`config.mk`:
```
export PLATFORM = sky130hd
export DESIGN_NAME = llc_input_buffers
export DESIGN_NICKNAME = d
export VERILOG_FILES = /design/src/rtl/llc_input_buffers_pkg.sv /design/src/rtl/llc_in_fifo.sv /design/src/rtl/llc_input_buffers.sv
export SDC_FILE = /design/constraint.sdc
export NUM_CORES = 1
export LEC_CHECK = 0
export CAP_MARGIN = 25
export CORE_MARGIN = 1
export CORE_UTILIZATION = 35
export CTS_BUF_LIST = sky130_fd_sc_hd__clkbuf_2
export DETAILED_ROUTE_END_ITERATION = 8
export DONT_BUFFER_PORTS = 1
export PLACE_DENSITY_LB_ADDON = 0.15
export SLEW_MARGIN = 10
export SYNTH_ARGS = -nofsm -noshare
export SYNTH_HDL_FRONTEND = slang
export SYNTH_SLANG_ARGS = --single-unit
export TNS_END_PERCENT = 5
```
`constraint.sdc`:
```
create_clock -name clk -period 4.8 [get_ports clk]
set_input_delay 0.48 -clock clk [delete_from_list [all_inputs] [get_ports clk]]
set_output_delay 0.48 -clock clk [all_outputs]
set_load 0.01 [all_outputs]
```
`src/rtl/llc_input_buffers_pkg.sv`:
```
// rtl/llc_input_buffers_pkg.sv - payload types and FIFO depth for the LLC input buffers
package llc_input_buffers_pkg;

  localparam int LLC_IN_FIFO_DEPTH = 2;

  typedef struct packed {
    logic [31:0] addr;
    logic [1:0]  coh_msg;
    logic [27:0] line;
    logic [1:0]  word_mask;
  } llc_rsp_in_t;

  typedef struct packed {
    logic [31:0] addr;
    logic [2:0]  coh_msg;
    logic        hprot;
    logic [41:0] line;
    logic [1:0]  word_mask;
  } llc_req_in_t;

  typedef struct packed {
    logic [31:0] addr;
    logic [2:0]  coh_msg;
    logic        hprot;
    logic [41:0] line;
    logic [1:0]  word_mask;
  } llc_dma_req_in_t;

  localparam int LLC_RSP_W = $bits(llc_rsp_in_t);
  localparam int LLC_REQ_W = $bits(llc_req_in_t);
  localparam int LLC_DMA_W = $bits(llc_dma_req_in_t);

endpackage

```
`src/rtl/llc_in_fifo.sv`:
```
// rtl/llc_in_fifo.sv - generic channel FIFO with combinational head read
// Optional same-cycle bypass of an empty FIFO under LLC_IN_BYPASS_EN.
module llc_in_fifo #(
  parameter int W     = 8,
  parameter int DEPTH = 2
) (
  input  logic         clk,
  input  logic         rst,
  input  logic         in_valid_i,
  output logic         in_ready_o,
  input  logic [W-1:0] in_data_i,
  output logic         out_valid_o,
  output logic [W-1:0] out_data_o,
  input  logic         pop_i,
  output logic         pop_err_o
);

  localparam int PW = $clog2(DEPTH);
  localparam int CW = $clog2(DEPTH + 1);

  logic [W-1:0]  mem_q [DEPTH];
  logic [PW-1:0] rd_ptr_q, wr_ptr_q;
  logic [CW-1:0] count_q, count_d;
  logic          full, empty, byp, push, wr_en, rd_en;

  assign full  = (count_q == CW'(DEPTH));
  assign empty = (count_q == '0);

  // Ready is gated by reset so nothing is accepted while rst is held low.
  assign in_ready_o = rst & ~full;

`ifdef LLC_IN_BYPASS_EN
  assign byp = empty & in_valid_i & rst;
`else
  assign byp = 1'b0;
`endif

  assign out_valid_o = ~empty | byp;
  assign out_data_o  = byp ? in_data_i : mem_q[rd_ptr_q];

  assign push      = in_valid_i & in_ready_o;
  assign wr_en     = push & ~(byp & pop_i);
  assign rd_en     = pop_i & ~empty;
  assign pop_err_o = pop_i & ~out_valid_o;

  always_comb begin
    count_d = count_q;
    case ({wr_en, rd_en})
      2'b10:   count_d = count_q + 1'b1;
      2'b01:   count_d = count_q - 1'b1;
      default: count_d = count_q;
    endcase
  end

  // Pointers wrap naturally because DEPTH is a power of two.
  always_ff @(posedge clk or negedge rst) begin
    if (!rst) begin
      for (int i = 0; i < DEPTH; i++) mem_q[i] <= '0;
      rd_ptr_q <= '0;
      wr_ptr_q <= '0;
      count_q  <= '0;
    end else begin
      if (wr_en) begin
        mem_q[wr_ptr_q] <= in_data_i;
        wr_ptr_q        <= wr_ptr_q + 1'b1;
      end
      if (rd_en) rd_ptr_q <= rd_ptr_q + 1'b1;
      count_q <= count_d;
    end
  end

endmodule

```
`src/rtl/llc_input_buffers.sv`:
```
// rtl/llc_input_buffers.sv - per-channel input FIFOs, stalled-request register, pop-empty error
// Build option: LLC_IN_BYPASS_EN enables same-cycle bypass in each FIFO.
module llc_input_buffers
  import llc_input_buffers_pkg::*;
#(
  parameter int DEPTH = LLC_IN_FIFO_DEPTH,
  parameter int RSP_W = LLC_RSP_W,
  parameter int REQ_W = LLC_REQ_W,
  parameter int DMA_W = LLC_DMA_W
) (
  input  logic             clk,
  input  logic             rst,
  input  logic             llc_rst_tb_valid,
  output logic             llc_rst_tb_ready,
  input  logic             llc_rst_tb_data,
  input  logic             llc_rsp_in_valid,
  output logic             llc_rsp_in_ready,
  input  logic [RSP_W-1:0] llc_rsp_in_data,
  input  logic             llc_req_in_valid,
  output logic             llc_req_in_ready,
  input  logic [REQ_W-1:0] llc_req_in_data,
  input  logic             llc_dma_req_in_valid,
  output logic             llc_dma_req_in_ready,
  input  logic [DMA_W-1:0] llc_dma_req_in_data,
  output logic             llc_rst_tb_valid_int,
  output logic             llc_rst_tb_data_int,
  output logic             llc_rsp_in_valid_int,
  output logic [RSP_W-1:0] llc_rsp_in_data_int,
  output logic             llc_req_in_valid_int,
  output logic [REQ_W-1:0] llc_req_in_data_int,
  output logic             llc_dma_req_in_valid_int,
  output logic [DMA_W-1:0] llc_dma_req_in_data_int,
  input  logic             pop_rst_tb,
  input  logic             pop_rsp_in,
  input  logic             pop_req_in,
  input  logic             pop_dma_req_in,
  input  logic             set_req_in_stalled,
  input  logic [REQ_W-1:0] req_in_stalled_data_in,
  input  logic             clr_req_in_stalled_valid,
  output logic             req_in_stalled_valid,
  output logic [REQ_W-1:0] req_in_stalled_data,
  output logic             err_pop_empty
);

  logic [3:0]       pop_err;
  logic             stalled_valid_q;
  logic [REQ_W-1:0] stalled_data_q;
  logic             err_q;

  llc_in_fifo #(.W(1), .DEPTH(DEPTH)) u_rst_tb (
    .clk(clk), .rst(rst),
    .in_valid_i(llc_rst_tb_valid), .in_ready_o(llc_rst_tb_ready), .in_data_i(llc_rst_tb_data),
    .out_valid_o(llc_rst_tb_valid_int), .out_data_o(llc_rst_tb_data_int),
    .pop_i(pop_rst_tb), .pop_err_o(pop_err[0])
  );

  llc_in_fifo #(.W(RSP_W), .DEPTH(DEPTH)) u_rsp_in (
    .clk(clk), .rst(rst),
    .in_valid_i(llc_rsp_in_valid), .in_ready_o(llc_rsp_in_ready), .in_data_i(llc_rsp_in_data),
    .out_valid_o(llc_rsp_in_valid_int), .out_data_o(llc_rsp_in_data_int),
    .pop_i(pop_rsp_in), .pop_err_o(pop_err[1])
  );

  llc_in_fifo #(.W(REQ_W), .DEPTH(DEPTH)) u_req_in (
    .clk(clk), .rst(rst),
    .in_valid_i(llc_req_in_valid), .in_ready_o(llc_req_in_ready), .in_data_i(llc_req_in_data),
    .out_valid_o(llc_req_in_valid_int), .out_data_o(llc_req_in_data_int),
    .pop_i(pop_req_in), .pop_err_o(pop_err[2])
  );

  llc_in_fifo #(.W(DMA_W), .DEPTH(DEPTH)) u_dma_req_in (
    .clk(clk), .rst(rst),
    .in_valid_i(llc_dma_req_in_valid), .in_ready_o(llc_dma_req_in_ready), .in_data_i(llc_dma_req_in_data),
    .out_valid_o(llc_dma_req_in_valid_int), .out_data_o(llc_dma_req_in_data_int),
    .pop_i(pop_dma_req_in), .pop_err_o(pop_err[3])
  );

  // Set has priority over clear so a re-stall in the consume cycle is not lost.
  always_ff @(posedge clk or negedge rst) begin
    if (!rst) begin
      stalled_valid_q <= 1'b0;
      stalled_data_q  <= '0;
      err_q           <= 1'b0;
    end else begin
      if (set_req_in_stalled) begin
        stalled_valid_q <= 1'b1;
        stalled_data_q  <= req_in_stalled_data_in;
      end else if (clr_req_in_stalled_valid) begin
        stalled_valid_q <= 1'b0;
      end
      if (|pop_err) err_q <= 1'b1;
    end
  end

  assign req_in_stalled_valid = stalled_valid_q;
  assign req_in_stalled_data  = stalled_data_q;
  assign err_pop_empty        = err_q;

endmodule
```
==> results of run 1 <==
through the flow:
| step | setup WS (ps) | cell area, µm² | instances | utilization, % |
|---|---|---|---|---|
| floorplan | 3090 | 24300 | 1451 | - |
| global placement | 2100 | 24800 | 2311 | 36.1 |
| detailed placement | 2170 | 24800 | 2313 | 36.2 |
kinds of logic after synthesis:
family / after synthesis
multiplexers: 755
XOR/XNOR: 20
flip-flops: 548
adder cells (fa/ha/maj): 4
AND/OR/NAND/NOR: 32
buffers and inverters: 88
AO/OA/AOI/OAI: 4
==> impl_metrics.env, run 1 <==
export IMPL_synthXorXnorAreaFrac_pct=0.720
export IMPL_synth_compound_area_share_pct=0.113
export IMPL_yosys_area_top_type_share_pct=56.3
export IMPL_synth_cell_area_um2=24300
export IMPL_yosysMostFrequentCell="dfrtp_1"
export IMPL_yosys_area_share_simple_pct=1.04
export IMPL_die_y_um=266
export IMPL_clk_path_buf_depth=3
export IMPL_yosysTopAreaCell="dfrtp_1"
export IMPL_numCtsBuffers=155
export IMPL_hold_buffers=517
export IMPL_syn_nets=1772
export IMPL_avgSynthCellArea_um2=16.8
export IMPL_ys_ff_latch=548
export IMPL_synth_common_cells="548 x dfrtp_1, 537 x mux2_2, 210 x mux2_4"
export IMPL_die_w_um=266
export IMPL_netlist_instances=1451
export IMPL_synth_ff_type="dfrtp_1"
export IMPL_rows=96
export IMPL_synthDistinctLibCells=29
export IMPL_synth_async_reset_ratio_pct=100
export IMPL_routabilityCongestion=0.767
export IMPL_haltStage="clock tree synthesis"
export IMPL_ys_top_cells_by_area="dfrtp_1 56%, mux2_2 25%, mux2_4 13%"
export IMPL_status="stopped before the end"
export IMPL_synthAdderAreaFrac_pct=0.206
export IMPL_clockRootBuffer="clkbuf_2"
export IMPL_place_port_buffers=0
export IMPL_post_cts_setup_buffers=0
export IMPL_boundaryPins=632
export IMPL_cts_resized=0
export IMPL_yosys_mux_area_fraction_pct=38.2
export IMPL_hpwl_um=41700
export IMPL_clock_sinks=548
export IMPL_synth_top_family_by_area="multiplexers"
export IMPL_ys_seq_area_share_pct=56.3
export IMPL_start_util_pct=35.4
export IMPL_synth_edf_count=0
export IMPL_yosysWarnings=0
export IMPL_error="[ERROR RSZ-0060] Max buffer count reached."
export IMPL_cts_max_level=4
==> run 2: changes to the inputs <==
CORE_UTILIZATION = 20   (was 35)
CTS_BUF_LIST = default   (was sky130_fd_sc_hd__clkbuf_2)
==> impl_metrics.env, run 2 <==
export IMPL_ys_ff_latch=548
export IMPL_final_common_cell="dfrtp_1"
export IMPL_cts_clk_slew_worst_paths_ps=60
export IMPL_ys_top_cells_by_area="dfrtp_1 56%, mux2_2 25%, mux2_4 13%"
export IMPL_gr_total_overflow=0
export IMPL_final_setup_worst_slack_ps=1870
export IMPL_slew_headroom_pct=14.4
export IMPL_cts_tree="yes"
export IMPL_power_total_w=0.0209
export IMPL_critPathMaxFanout=56
export IMPL_crit_family="buffers and inverters"
export IMPL_critical_path_buf_inv_count=1
export IMPL_yosysTopAreaCell="dfrtp_1"
export IMPL_required_ps=4320
export IMPL_clock_sinks=548
export IMPL_routedWlPerCell_um=19.7
export IMPL_via_count=13300
export IMPL_dpl_worst_slack_ps=2140
export IMPL_rsz0062_at_grt="false"
export IMPL_finalHoldViolCount=548
export IMPL_antenna_found_initial=9
export IMPL_reg2reg_depth=4
export IMPL_synth_ff_type="dfrtp_1"
export IMPL_drt_iter0_drc=381
export IMPL_firstDrtPassIters=4
export IMPL_hold_buffers=315
export IMPL_worst_slew_pin_slew_ps=1280
export IMPL_cp_start_kind="flop"
export IMPL_synth_cell_area_um2=24300
export IMPL_yosysWarnings=0
export IMPL_first_global_vias=14700
export IMPL_core_area_um2=120000
export IMPL_via_per_inst=3.85
export IMPL_drive_gt1_share_pct=48.6
export IMPL_slowest_stage="buf_4"
export IMPL_top_regs="u_dma_req_in.mem_q: 160 flops, u_req_in.mem_q: 160 flops, u_rsp_in.mem_q: 128 flops"
export IMPL_grt_start_max_net_pins=565
export IMPL_ant_nets=0
export IMPL_rows=127
export IMPL_dp_cells=2996
export IMPL_die_y_um=351
export IMPL_status="finished with violations"
export IMPL_avgSynthCellArea_um2=16.8
export IMPL_power_density_nw_per_um2=667
export IMPL_leakagePower_nw=13.2
export IMPL_fin_cells=3449
export IMPL_mostFrequentLayoutCells="545 x dfrtp_1, 537 x mux2_2, 314 x dlygate4sd3_1"
export IMPL_peakVddDrop_v=0.000254
export IMPL_period_share_pct=61.0
export IMPL_post_route_min_period_ps=2930
export IMPL_critPathArrivalTime_ps=2450
export IMPL_synth_common_cells="548 x dfrtp_1, 537 x mux2_2, 210 x mux2_4"
export IMPL_violations="negative hold slack"
export IMPL_area_delta_synth_final_pct=28.7
export IMPL_netlist_instances=1451
export IMPL_dieArea_um2=123000
export IMPL_track_usage_pct=10.8
export IMPL_yosysMostFrequentCell="dfrtp_1"
export IMPL_setup_tns_final_ps=0
export IMPL_syn_nets=1772
export IMPL_hold_class="in2async"
export IMPL_start_util_pct=20.2
export IMPL_numCtsBuffers=73
export IMPL_max_freq_mhz=342
export IMPL_setup_viol=0
export IMPL_clk_path_buf_depth=3
export IMPL_place_port_buffers=0
export IMPL_critical_path_depth=2
export IMPL_synth_async_reset_ratio_pct=100
export IMPL_maxCapViolCount=0
export IMPL_drt_total_wl_um=67900
export IMPL_hpwl_um=44400
export IMPL_boundaryPins=632
export IMPL_synth_edf_count=0
export IMPL_path_cells="buf_4, mux2_2"
export IMPL_clockRootBuffer="clkbuf_16"
export IMPL_endpoint_kind="primary output"
export IMPL_max_stage_delay_ps=720
export IMPL_slew_violations=0
export IMPL_crit_type="reg2out"
export IMPL_yosys_area_top_type_share_pct=56.3
export IMPL_routabilityCongestion=0.714
export IMPL_grt_pass1_wl_um=99100
export IMPL_ys_seq_area_share_pct=56.3
export IMPL_fin_skew_ps=25.3
export IMPL_die_w_um=351
export IMPL_synthDistinctLibCells=29
export IMPL_route_detailed_drc=0
export IMPL_clk_latency_ps=660
export IMPL_cts_max_level=3
export IMPL_fin_nets=2095
export IMPL_holdWs_ps=-458
==> run 2: cell counts after synthesis <==
No cell type changed its count.
==> run 2: logic make-up (layout without fill, tap and decap cells) <==
group / count (synthesis) / in the layout / synth area share, %
AO/OA/AOI/OAI: 4 / 4 / 0.113
buffers and inverters: 88 / 466 / 3.42
flip-flops: 548 / 548 / 56.3
multiplexers: 755 / 755 / 38.2
other: 0 / 8 / 0
XOR/XNOR: 20 / 20 / 0.720
AND/OR/NAND/NOR: 32 / 32 / 1.04
adder cells (fa/ha/maj): 4 / 4 / 0.206
==> run 2: final timing paths <==
check	slack, ps	from	to
worst min register to register	490	u_req_in.mem_q[14]	u_req_in.mem_q[14]
worst min-delay path	-460	rst	u_rsp_in.mem_q[41]
min in group clk	90	llc_rst_tb_valid	u_rst_tb.mem_q[1]
worst max-delay path	1870	u_rsp_in.rd_ptr_q	llc_rsp_in_data_int[17]
max in group asynchronous	4130	rst	u_dma_req_in.rd_ptr_q
worst max register to register	2440	u_rsp_in.count_q[0]	u_rsp_in.mem_q[64]
==> run 2: timing repair <==
item,in CTS,in global routing
setup buffers,0,0
gates resized for setup,0,0
endpoints found under the hold margin,1085,548
==> run 2: worst register-to-register path, cell delays in order, from the launching register on <==
cell and delay (ps):
dfrtp_1 420, nand2b_4 190, and4b_4 740, buf_4 540
mux2_4 350
==> run 2: power breakdown <==
| group | internal (W) | total, W | switching, W |
|---|---|---|---|
| logic | 0.00408 | 0.00748 | 0.00340 |
| clock network | 0.00334 | 0.00550 | 0.00216 |
| registers | 0.00672 | 0.00791 | 0.00120 |
| total | 0.0141 | 0.0209 | 0.00676 |
==> run 2: final cells by class <==
type	count	area, µm²
Fill cell	12300	89000
Clock buffer	111	2170
Multi-Input combinational cell	815	9810
Sequential cell	548	13700
Timing Repair Buffer	331	3330
Clock inverter	19	249
Inverter	5	18.8
Tap cell	1612	2020
Antenna cell	8	20.0
==> run 2: metrics by stage <==
stage / area, µm² / hold slack (ps) / util [%]
floorplan: 24300 / 184 / -
global placement: 25700 / 200 / 21.4
detailed placement: 25700 / 195 / 21.4
CTS: 31300 / -574 / 26.0
global route: 31300 / -554 / 26.0
finish: 31300 / -458 / 26.1
==> run 2: per-layer routing <==
layer,vias to the layer above,track usage (%),wire (µm),share of wire [%]
li1,5848,-,-,-
met1,6879,11.5,25400,37
met2,426,18.4,33900,50
met3,113,5.00,6570,9.7
met4,6,3.92,2040,3.0
met5,-,0,41,0.060
Power figures use the tool's default switching activity.
==> run 3: changes to the inputs <==
clock period = 2.9 ns   (was 4.8 ns; I/O delays follow)
==> impl_metrics.env, run 3 (synthesized netlist as in run 2, its figures left out) <==
export IMPL_period_share_pct=84.3
export IMPL_cts_tree="yes"
export IMPL_area_delta_synth_final_pct=29.3
export IMPL_ant_nets=0
export IMPL_clk_path_buf_depth=3
export IMPL_required_ps=2610
export IMPL_power_total_w=0.0344
export IMPL_place_port_buffers=0
export IMPL_post_route_min_period_ps=2440
export IMPL_max_freq_mhz=409
export IMPL_via_per_inst=3.85
export IMPL_r2r_slack_ps=800
export IMPL_gr_total_overflow=0
export IMPL_rsz0062_at_grt="false"
export IMPL_fin_skew_ps=22.2
export IMPL_r2r_start="u_rsp_in.count_q[0]"
export IMPL_finalHoldViolCount=548
export IMPL_p_int_w=0.0233
export IMPL_antenna_found_initial=6
export IMPL_drt_iter0_drc=388
export IMPL_grt_pass1_wl_um=99600
export IMPL_cts_resized=0
export IMPL_die_w_um=351
export IMPL_critPathMaxFanout=32
export IMPL_numCtsBuffers=71
export IMPL_maxCapViolCount=0
export IMPL_final_common_cell="dfrtp_1"
export IMPL_slew_violations=0
export IMPL_route_detailed_drc=0
export IMPL_hold_buffers=323
export IMPL_routabilityCongestion=0.705
export IMPL_holdWs_ps=-632
export IMPL_setup_tns_final_ps=0
export IMPL_fin_nets=2109
export IMPL_routedWlPerCell_um=19.7
export IMPL_status="finished with violations"
export IMPL_violations="negative hold slack"
export IMPL_multi_input_area_um2=9810
export IMPL_final_seq_area_um2=13700
export IMPL_setup_viol=0
export IMPL_post_cts_setup_buffers=0
export IMPL_crit_type="reg2out"
export IMPL_cp_start_kind="flop"
export IMPL_switching_share_pct=32.2
export IMPL_leakagePower_nw=13.2
export IMPL_seqPwrFrac_pct=38.3
export IMPL_core_area_um2=120000
export IMPL_switchingPower_w=0.0111
export IMPL_track_usage_pct=10.7
export IMPL_grt_start_max_net_pins=565
export IMPL_boundaryPins=632
export IMPL_rows=127
export IMPL_drive_gt1_share_pct=48.6
export IMPL_endpoint_kind="primary output"
export IMPL_top_regs="u_dma_req_in.mem_q: 160 flops, u_req_in.mem_q: 160 flops, u_rsp_in.mem_q: 128 flops"
export IMPL_via_count=13300
export IMPL_slew_headroom_pct=10.5
export IMPL_clockRootBuffer="clkbuf_16"
export IMPL_worst_slew_pin_slew_ps=1340
export IMPL_hold_class="in2async"
export IMPL_clock_sinks=548
export IMPL_reg2reg_depth=4
export IMPL_cts_max_level=3
export IMPL_drt_total_wl_um=68000
export IMPL_clk_latency_ps=620
export IMPL_mostFrequentLayoutCells="545 x dfrtp_1, 537 x mux2_2, 322 x dlygate4sd3_1"
export IMPL_dieArea_um2=123000
export IMPL_first_global_vias=15000
export IMPL_start_util_pct=20.2
export IMPL_pwr_share_comb_pct=36.3
export IMPL_power_density_nw_per_um2=1090
export IMPL_firstDrtPassIters=4
export IMPL_peakVddDrop_v=0.000456
export IMPL_clockPowerShare_pct=25.4
export IMPL_cts_clk_slew_worst_paths_ps=60
export IMPL_critPathArrivalTime_ps=2150
export IMPL_worstSetupStartpoint="u_dma_req_in.rd_ptr_q"
export IMPL_hpwl_um=44800
export IMPL_nFillCells=12300
export IMPL_die_y_um=351
==> run 3: cell types whose count changed in the layout (fill, tap and decap cells not counted), sizes merged <==
cell	change
clkinvlp	+1
bufinv	-1
clkbuf	-7
diode	-5
buf	+8
inv	-2
dlygate4sd3	+8
==> run 3: per-layer routing <==
layer / track usage [%] / part of all wire [%]
met1: 11.8 / 38
met2: 18.7 / 50
met3: 4.47 / 8.9
met4: 3.32 / 2.6
met5: 0 / 0.034
==> run 3: worst max-delay path, stage by stage, from the launching register on <==
cell	delay [ps]
dfrtp_4	790
buf_12	290
mux2_2	430
==> run 3: cell type report <==
class	count	area share (%)
timing repair buffer	347	11.4
clock buffer	104	6.72
multi-input combinational	815	31.2
clock inverter	17	0.581
sequential	548	43.6
inverter	5	0.0596
tap	1612	6.41
antenna	3	0.0239
==> run 3: power by group through the flow <==
stage / registers [W] / clock network, W / logic, W
final: 0.0132 / 0.00872 / 0.0125
after global routing: 0.0136 / 0.00944 / 0.0134
after CTS: 0.0132 / 0.00917 / 0.0129
after detailed placement: 0.0133 / 0 / 0.0123
after global placement: 0.0131 / 0 / 0.0122
after floorplan: 0.0124 / 0 / 0.0102
==> run 3: metrics by stage <==
step	instance area, µm²	utilization, %	std cells	setup WS [ps]
after global placement	25900	21.5	3004	745
after CTS	31500	26.2	3448	286
final	31500	26.2	3451	456
after global routing	31500	26.2	3450	283
after floorplan	24300	-	1451	1310
after detailed placement	25900	21.5	3004	726
==> run 3: final timing paths <==
| check | end |
|---|---|
| setup / recovery | llc_dma_req_in_data_int[21] |
| hold / removal | u_rsp_in.mem_q[108] |
| setup reg to reg | u_rsp_in.mem_q[9] |
| hold reg to reg | u_req_in.mem_q[14] |
| max in group asynchronous | u_dma_req_in.rd_ptr_q |
| min in group clk | req_in_stalled_data[13] |
==> run 4: changes to the inputs <==
clock period = 2.1 ns   (was 2.9 ns; I/O delays follow)
==> impl_metrics.env, run 4 (synthesized netlist as in run 2, its figures left out) <==
export IMPL_status="finished with violations"
export IMPL_violations="negative hold slack"
export IMPL_hpwl_um=45800
export IMPL_maxCapViolCount=0
export IMPL_max_freq_mhz=486
export IMPL_slew_headroom_pct=18.8
export IMPL_critPathMaxFanout=18
export IMPL_p_int_w=0.0340
export IMPL_drt_iter0_drc=423
export IMPL_top_regs="u_dma_req_in.mem_q: 160 flops, u_req_in.mem_q: 160 flops, u_rsp_in.mem_q: 128 flops"
export IMPL_mostFrequentLayoutCells="545 x dfrtp_1, 513 x mux2_2, 322 x dlygate4sd3_1"
export IMPL_clk_latency_ps=630
export IMPL_die_y_um=351
export IMPL_route_detailed_drc=0
export IMPL_clk_path_buf_depth=3
export IMPL_first_global_vias=15200
export IMPL_switchingPower_w=0.0158
export IMPL_fin_skew_ps=29.0
export IMPL_leakagePower_nw=13.6
export IMPL_via_per_inst=3.87
export IMPL_ant_nets=0
export IMPL_power_density_nw_per_um2=1540
export IMPL_critPathArrivalTime_ps=1850
export IMPL_clock_sinks=548
export IMPL_clockPowerShare_pct=26.7
export IMPL_place_port_buffers=0
export IMPL_cp_start_kind="flop"
export IMPL_slowest_stage="dfrtp_4"
export IMPL_antenna_found_initial=8
export IMPL_numCtsBuffers=73
export IMPL_routabilityCongestion=0.708
export IMPL_track_usage_pct=10.8
export IMPL_holdWs_ps=-717
export IMPL_cts_tree="yes"
export IMPL_pwr_share_comb_pct=37.1
export IMPL_seqPwrFrac_pct=36.2
export IMPL_path_cells="buf_12, buf_16, mux2_2"
export IMPL_area_delta_synth_final_pct=32.4
export IMPL_required_ps=1890
export IMPL_multi_input_area_um2=9900
export IMPL_r2r_start="u_dma_req_in.count_q[0]"
export IMPL_peakVddDrop_v=0.000657
export IMPL_gr_total_overflow=0
export IMPL_firstDrtPassIters=4
export IMPL_dpl_worst_slack_ps=247
export IMPL_fin_nets=2137
export IMPL_post_route_min_period_ps=2060
export IMPL_final_setup_worst_slack_ps=42.2
export IMPL_clockRootBuffer="clkbuf_16"
export IMPL_crit_family="flip-flops"
export IMPL_finalHoldViolCount=548
export IMPL_cts_clk_slew_worst_paths_ps=60
export IMPL_rows=127
export IMPL_setup_viol=0
export IMPL_endpoint_kind="primary output"
export IMPL_worstSetupStartpoint="u_req_in.rd_ptr_q"
export IMPL_crit_type="reg2out"
export IMPL_routedWlPerCell_um=20.0
export IMPL_core_area_um2=120000
export IMPL_hold_buffers=323
export IMPL_switching_share_pct=31.7
export IMPL_dieArea_um2=123000
export IMPL_drt_total_wl_um=69700
export IMPL_rsz0062_at_grt="true"
export IMPL_start_util_pct=20.2
export IMPL_fin_util_pct=26.8
export IMPL_final_seq_area_um2=13700
export IMPL_worst_slew_pin_slew_ps=1220
export IMPL_via_count=13500
export IMPL_grt_pass1_wl_um=100000
export IMPL_slew_violations=0
export IMPL_hold_class="in2async"
export IMPL_critical_path_buf_inv_count=2
export IMPL_nFillCells=12200
export IMPL_final_common_cell="dfrtp_1"
export IMPL_die_w_um=351
export IMPL_max_stage_delay_ps=430
export IMPL_cts_max_level=3
export IMPL_period_share_pct=98.0
export IMPL_boundaryPins=632
export IMPL_grt_start_max_net_pins=565
export IMPL_drive_gt1_share_pct=49.5
export IMPL_setup_tns_final_ps=0
## run 4: changes by cell type in the layout (fill, tap and decap cells not counted), moves of 8 or more
cell	previous run	this run
buf_12	13	21
bufinv_16	3	11
mux2_4	210	234
mux2_2	537	513
buf_4	11	21
## run 4: final cells by class
class	count	area share, %
antenna	6	0.0466
clock buffer	105	6.57
clock inverter	27	1.43
inverter	5	0.0582
multi-input combinational	815	30.7
sequential	548	42.6
tap	1612	6.26
timing repair buffer	373	12.3
## run 4: worst reg2reg max path, delay by kind of cell, from the launching register on
family | cells | cell delay, ps
flip-flops | 1 | 410
AND/OR/NAND/NOR | 2 | 500
multiplexers | 1 | 430
buffers and inverters | 1 | 560
## run 4: what timing repair did
item | 4_1_cts | 5_1_grt
setup buffers | 5 | 2
endpoints found under the setup margin | 147 | 93
resized for setup | 22 | 6
gates cloned | 0 | 3
endpoints found under the hold margin | 1092 | 548
## run 4: per-stage QoR
stage / power (W) / area [µm²] / std cells
floorplan: 0.0312 / 24300 / 1451
global placement: 0.0352 / 26100 / 3020
detailed placement: 0.0356 / 26100 / 3020
CTS: 0.0505 / 32100 / 3480
global route: 0.0526 / 32200 / 3490
finish: 0.0497 / 32200 / 3491
## run 4: power groups by stage
stage / clock network (W) / registers, W / logic (W)
3_3_place_gp: 0 / 0.0180 / 0.0172
4_1_cts: 0.0139 / 0.0180 / 0.0186
3_5_place_dp: 0 / 0.0182 / 0.0174
5_1_grt: 0.0143 / 0.0186 / 0.0197
6_report: 0.0133 / 0.0180 / 0.0184
2_1_floorplan: 0 / 0.0172 / 0.0140
## run 4: path summary, 6_finish.rpt
check                                          end  slack, ps  cells after the start
min in group clk           req_in_stalled_data[17]        100                      2
hold / removal                  u_rsp_in.mem_q[74]       -720                      0
max in group asynchronous    u_dma_req_in.rd_ptr_q       1700                      0
setup reg to reg            u_dma_req_in.mem_q[24]         90                      4
hold reg to reg                  u_rst_tb.rd_ptr_q        480                      1
setup / recovery           llc_req_in_data_int[14]         40                      3
## run 4: per-layer routing
layer | global-route usage, % | up-vias | routed length (µm)
li1 | - | 5944 | -
met4 | 3.92 | 2 | 2240
met3 | 4.08 | 114 | 5990
met2 | 18.8 | 435 | 34800
met1 | 11.8 | 7011 | 26600
met5 | 0 | - | 15
